<file path="config.mk">
export PLATFORM = sky130hd
export DESIGN_NAME = ibuf2bkd
export DESIGN_NICKNAME = d
export VERILOG_FILES = /design/src/rtl/ibuf2bkd.sv
export SDC_FILE = /design/constraint.sdc
export NUM_CORES = 1
export LEC_CHECK = 0
export ABC_AREA = 0
export BUFFER_PORTS_ARGS = -buffer_cell sky130_fd_sc_hd__buf_4
export CORE_MARGIN = 2
export CORE_UTILIZATION = 25
export DETAILED_ROUTE_END_ITERATION = 16
export SLEW_MARGIN = 20
export SYNTH_ARGS = -nofsm -noshare
export SYNTH_HDL_FRONTEND = slang
export SYNTH_SLANG_ARGS = --single-unit
</file>
<file path="constraint.sdc">
create_clock -name clk -period 5.5 [get_ports clk]
set_clock_uncertainty 0.05 [all_clocks]
set_input_delay 0.825 -clock clk [delete_from_list [all_inputs] [get_ports clk]]
set_output_delay 0.825 -clock clk [all_outputs]
set_load 0.1 [all_outputs]
</file>
<file path="src/rtl/ibuf2bkd.sv">
// ibuf2bkd: drains committed ibuf packets onto a 64-bit AXI4-Stream.
// Optional IBUF2BKD_TIMESTAMP_EN: timestamp word after header drives tuser[95:32].
module ibuf2bkd #(
  parameter int BW = 10
) (
  input  logic          clk,
  input  logic          rst,
  output logic [BW-1:0] rd_addr,
  input  logic [63:0]   rd_data,
  input  logic [BW:0]   committed_prod,
  output logic [BW:0]   committed_cons,
  output logic [63:0]   m_axis_tdata,
  output logic [7:0]    m_axis_tstrb,
  output logic [127:0]  m_axis_tuser,
  output logic          m_axis_tvalid,
  output logic          m_axis_tlast,
  input  logic          m_axis_tready,
  output logic          activity
);

  localparam int FW = BW + 1;
`ifdef IBUF2BKD_TIMESTAMP_EN
  localparam int HDR_WORDS = 2;
`else
  localparam int HDR_WORDS = 1;
`endif

  typedef enum logic [2:0] {
    IDLE, HDR_WAIT, HDR_LATCH, TS_WAIT, STREAM, COMMIT
  } state_t;

  state_t state, state_n;

  logic [15:0]  len_rd;
  logic [13:0]  words_rd;
  logic [13:0]  rd_left;
  logic [BW:0]  foot;
  logic [7:0]   last_strb;
  logic [127:0] user;
  logic         inflight, inflight_last;
  logic         issue, pop, room, empty;

  logic [63:0]  d0, d1;
  logic [7:0]   s0, s1;
  logic         l0, l1, v0, v1;
  logic [63:0]  d_new;
  logic [7:0]   s_new;

`ifdef IBUF2BKD_TIMESTAMP_EN
  logic ts_pend;
`endif

  assign empty    = committed_prod == committed_cons;
  assign len_rd   = rd_data[47:32];
  assign words_rd = 14'(({1'b0, len_rd} + 17'd7) >> 3);
  assign pop      = v0 && m_axis_tready;
  // Slots free counting data already on its way back from ibuf.
  assign room     = !(v0 && v1) && !((v0 || v1) && inflight);
  assign d_new    = rd_data;
  assign s_new    = inflight_last ? last_strb : 8'hFF;

  assign m_axis_tdata  = d0;
  assign m_axis_tstrb  = s0;
  assign m_axis_tlast  = l0;
  assign m_axis_tvalid = v0;
  assign m_axis_tuser  = user;

  always_comb begin
    state_n = state;
    issue   = 1'b0;
    unique case (state)
      IDLE:      if (!empty) state_n = HDR_WAIT;
      HDR_WAIT:  state_n = HDR_LATCH;
      HDR_LATCH: begin
        if (len_rd == 16'd0) state_n = COMMIT;
`ifdef IBUF2BKD_TIMESTAMP_EN
        else state_n = TS_WAIT;
`else
        else state_n = STREAM;
`endif
      end
      TS_WAIT:   state_n = STREAM;
      STREAM: begin
        issue = (rd_left != 14'd0) && (room || pop);
        if (pop && l0) state_n = COMMIT;
      end
      COMMIT:    state_n = IDLE;
      default:   state_n = IDLE;
    endcase
  end

  always_ff @(posedge clk) begin
    if (rst) begin
      state          <= IDLE;
      rd_addr        <= '0;
      committed_cons <= '0;
      rd_left        <= '0;
      foot           <= '0;
      last_strb      <= '0;
      user           <= '0;
      inflight       <= 1'b0;
      inflight_last  <= 1'b0;
      activity       <= 1'b0;
      d0 <= '0; s0 <= '0; l0 <= 1'b0; v0 <= 1'b0;
      d1 <= '0; s1 <= '0; l1 <= 1'b0; v1 <= 1'b0;
`ifdef IBUF2BKD_TIMESTAMP_EN
      ts_pend        <= 1'b0;
`endif
    end else begin
      state    <= state_n;
      activity <= pop;
      inflight <= issue;
      if (issue) begin
        rd_addr       <= rd_addr + 1'b1;
        rd_left       <= rd_left - 14'd1;
        inflight_last <= rd_left == 14'd1;
      end
      unique case (state)
        IDLE: if (!empty) rd_addr <= committed_cons[BW-1:0];
        HDR_LATCH: begin
          rd_addr   <= rd_addr + 1'b1;
          rd_left   <= words_rd;
          foot      <= FW'({18'b0, words_rd} + 32'(HDR_WORDS));
          last_strb <= (len_rd[2:0] == 3'd0) ? 8'hFF
                     : 8'hFF >> (4'd8 - {1'b0, len_rd[2:0]});
          user      <= {96'b0, rd_data[23:16], rd_data[7:0], len_rd};
        end
`ifdef IBUF2BKD_TIMESTAMP_EN
        TS_WAIT: begin
          rd_addr <= rd_addr + 1'b1;
          ts_pend <= 1'b1;
        end
        STREAM: if (ts_pend) begin
          user[95:32] <= rd_data;
          ts_pend     <= 1'b0;
        end
`endif
        COMMIT: committed_cons <= committed_cons + foot;
        default: ;
      endcase
      // Head slot drives the bus; second slot absorbs one beat of stall.
      if (pop) begin
        if (v1) begin
          d0 <= d1; s0 <= s1; l0 <= l1;
        end
        if (inflight) begin
          if (v1) begin
            d1 <= d_new; s1 <= s_new; l1 <= inflight_last;
          end else begin
            d0 <= d_new; s0 <= s_new; l0 <= inflight_last;
          end
        end else begin
          v0 <= v1;
          v1 <= 1'b0;
        end
      end else if (inflight) begin
        if (v0) begin
          d1 <= d_new; s1 <= s_new; l1 <= inflight_last; v1 <= 1'b1;
        end else begin
          d0 <= d_new; s0 <= s_new; l0 <= inflight_last; v0 <= 1'b1;
        end
      end
    end
  end

endmodule

</file>
==> reports/metrics.cfg <==
[clock_network]
htreeDepth=1
cts_inserted_buffers=28
cts_tree=done
insertion_delay_ns=0.57
holdBufCountCts=0
clk_path_buf_depth=3
cts_setup_buffers=0
clock_sinks=240
cts.repair.resized=0
cts_root_buf=clkbuf_16
clkTransAtPathRegs_ns=0.06

[detailed_routing]
wl_per_cell_um=17.56
drt-initial-drc-count=783
drc=0
wirelength_um=39060
vias=11140
routed_via_density=5.008
drt-pass1-iter-count=5
ant_nets=0

[logic_synthesis]
synth.area.top_cells=dfxtp_1, a21oi_1, nand2_1
postSynthCellCount=1465
ys_types=79
avgSynthCellArea_sq_um=8.046
synthTopCellsByCount=nand2_1, dfxtp_1, a21oi_1
yosys_warnings=0
ys_seq_area_share_pct=40.76
synth-edff-count=0
ys_seq_elements=240
synth.largest_area_cell=dfxtp_1
synth_flop_cell=dfxtp_1
post-synth-top-area-fraction_pct=40.76
synth-async-reset-ratio_pct=0
netlist_area_sq_um=11790
yosysMostFrequentCell=nand2_1

[power]
pwr-share-clk_pct=39.5
power-per-cell-area_nw_per_um2=358.3
netSwitchingFraction_pct=35.94
p_sw_mw=1.851
ir_worst_vdd_uv=270.7
comb_power_share_pct=23.8
cellLeakagePower_nw=5.483
seqPwrFrac_pct=36.7
p_int_mw=3.299

[placement]
place_congestion=0.8526
numPortBuffers=205
hpwl_um=26000

[status]
outcome=finished, final reports clean

[finish]
fill_cells=4948
drive_gt1_share_pct=17.93
layout-area-overhead-vs-synth_pct=21.92
n_antenna_cell=0
multi_input_area_sq_um=6096
utilization_pct=30.87
nets=1694
seq_area_sq_um=4805

[timing]
tightest_slew_ns=1.101
fin_crit_ns=3.112
drv_slew=0
hold_viol_final=0
tns_ns=0
setup_viol=0
rsz0062_at_grt=no
finalCritPeriodShare_pct=56.59
max_freq_mhz=321.3
fin_hold_ws_ns=0.4050
slew_headroom_pct=26.59

[die]
fp.dieH_um=221.1
coreArea_sq_um=46560
core.rowCount=79
start_util_pct=25.32
die_w_um=221.1
io_pins=302
die-area_sq_um=48900

[setup_path]
start_kind=flop
setup.worst_path.class=reg -> reg
cp_data_arrival_time_ns=3.54
worstPathRequired_ns=5.92
worstPathMaxFanout=48
cp-end-kind=flop

[grt]
grt_remaining_overflow=0
grt_max_degree=100
grt_pass1_vias=10600
grt_pass1_wl_um=61090
grt.total_usage_pct=15.31
antenna_found_initial=0

[hold_path]
hold_class=reg -> reg

[job]
drv_cap=0

-- metrics by stage --
stage               setup slack, ns  instances  area, sq um  total power, mW
finish                        2.388       2224        14370            5.150
global route                  2.115       2224        14370            5.347
CTS                           2.442       2224        14370            5.209
detailed placement            2.275       2173        13370            3.154
global placement              2.362       2173        13370            3.143
floorplan                     2.765       1560        12140            2.941
-- sequential cells by signal, indices dropped and copies added (netlist names), 3 cells and up --
name and cells:
foot 11, m_axis_tstrb 8, d1 64, s1 8, committed_cons 11, rd_addr 10, m_axis_tuser 32, rd_left 14
last_strb 8, m_axis_tdata 64, state 3
-- power groups by stage --
stage                     Clock, mW  Combinational (mW)  Sequential (mW)
after floorplan                   0               0.667             2.27
final                          2.03                1.23             1.89
after global routing           2.16                1.29             1.90
after detailed placement          0                1.23             1.93
after CTS                      2.09                1.23             1.89
after global placement            0                1.22             1.92
-- logic make-up after synthesis --
kind of cell             after synthesis  synth area share, %
buffers and inverters                230                10.89
XOR/XNOR                              38                2.823
AO/OA/AOI/OAI                        456                24.57
adder cells (fa/ha/maj)               20                2.187
multiplexers                           4               0.3609
other                                  1              0.03181
AND/OR/NAND/NOR                      476                18.37
flip-flops                           240                40.76
-- metal layers --
metal	share of wire, %	global-route usage, %	vias to the layer above
met4	1.9	3.919	0
li1	-	-	5331
met3	6.7	3.413	54
met2	46	25.00	371
met5	0	0	-
met1	45	20.39	5381
-- path summary, 6_finish.rpt --
path	to	slack, ns	startpoint	depth (start not counted)
max reg2reg	m_axis_tdata[49]$_SDFFE_PP0P_	2.39	inflight$_SDFF_PP0_	5
min	d1[2]$_SDFFE_PP0P_	0.41	d1[2]$_SDFFE_PP0P_	2
min reg2reg	d1[2]$_SDFFE_PP0P_	0.41	d1[2]$_SDFFE_PP0P_	2
max	m_axis_tdata[49]$_SDFFE_PP0P_	2.39	inflight$_SDFF_PP0_	5
-- layout by cell type (no fill, tap or decap), types with 7 or more instances in the layout --
cell type  count
nor3b_1        7
nand3_1       29
o21ai_0       26
a22oi_1       19
buf_4        218
conb_1        96
a21oi_1      205
a31oi_1        7
o211ai_1      15
and3_1         7
xnor2_1       28
xor2_1        10
nand4_1       11
nand2b_1      10
ha_1          19
inv_1         15
o221ai_1      64
a211oi_1       8
o22ai_1       68
nand2_1      251
dfxtp_1      240
nor3_1        24
nor2_1        78
clkbuf_16     29
nor4_1        10
-- critical path, stage by stage, from the launching register on --
cell and delay, ns:
dfxtp_1 0.68, clkinv_1 0.40, o21ai_4 0.80, buf_4 0.68, o221ai_1 0.20, a21oi_1 0.18
-- layout make-up --
cell class / count / area share, %
Multi-Input combinational cell: 1090 / 42.42
Sequential cell: 240 / 33.43
Timing Repair Buffer: 219 / 11.47
Clock buffer: 37 / 5.468
Tap cell: 607 / 5.285
Clock inverter: 14 / 1.489
Inverter: 17 / 0.4440
Power figures use the tool's default switching activity.
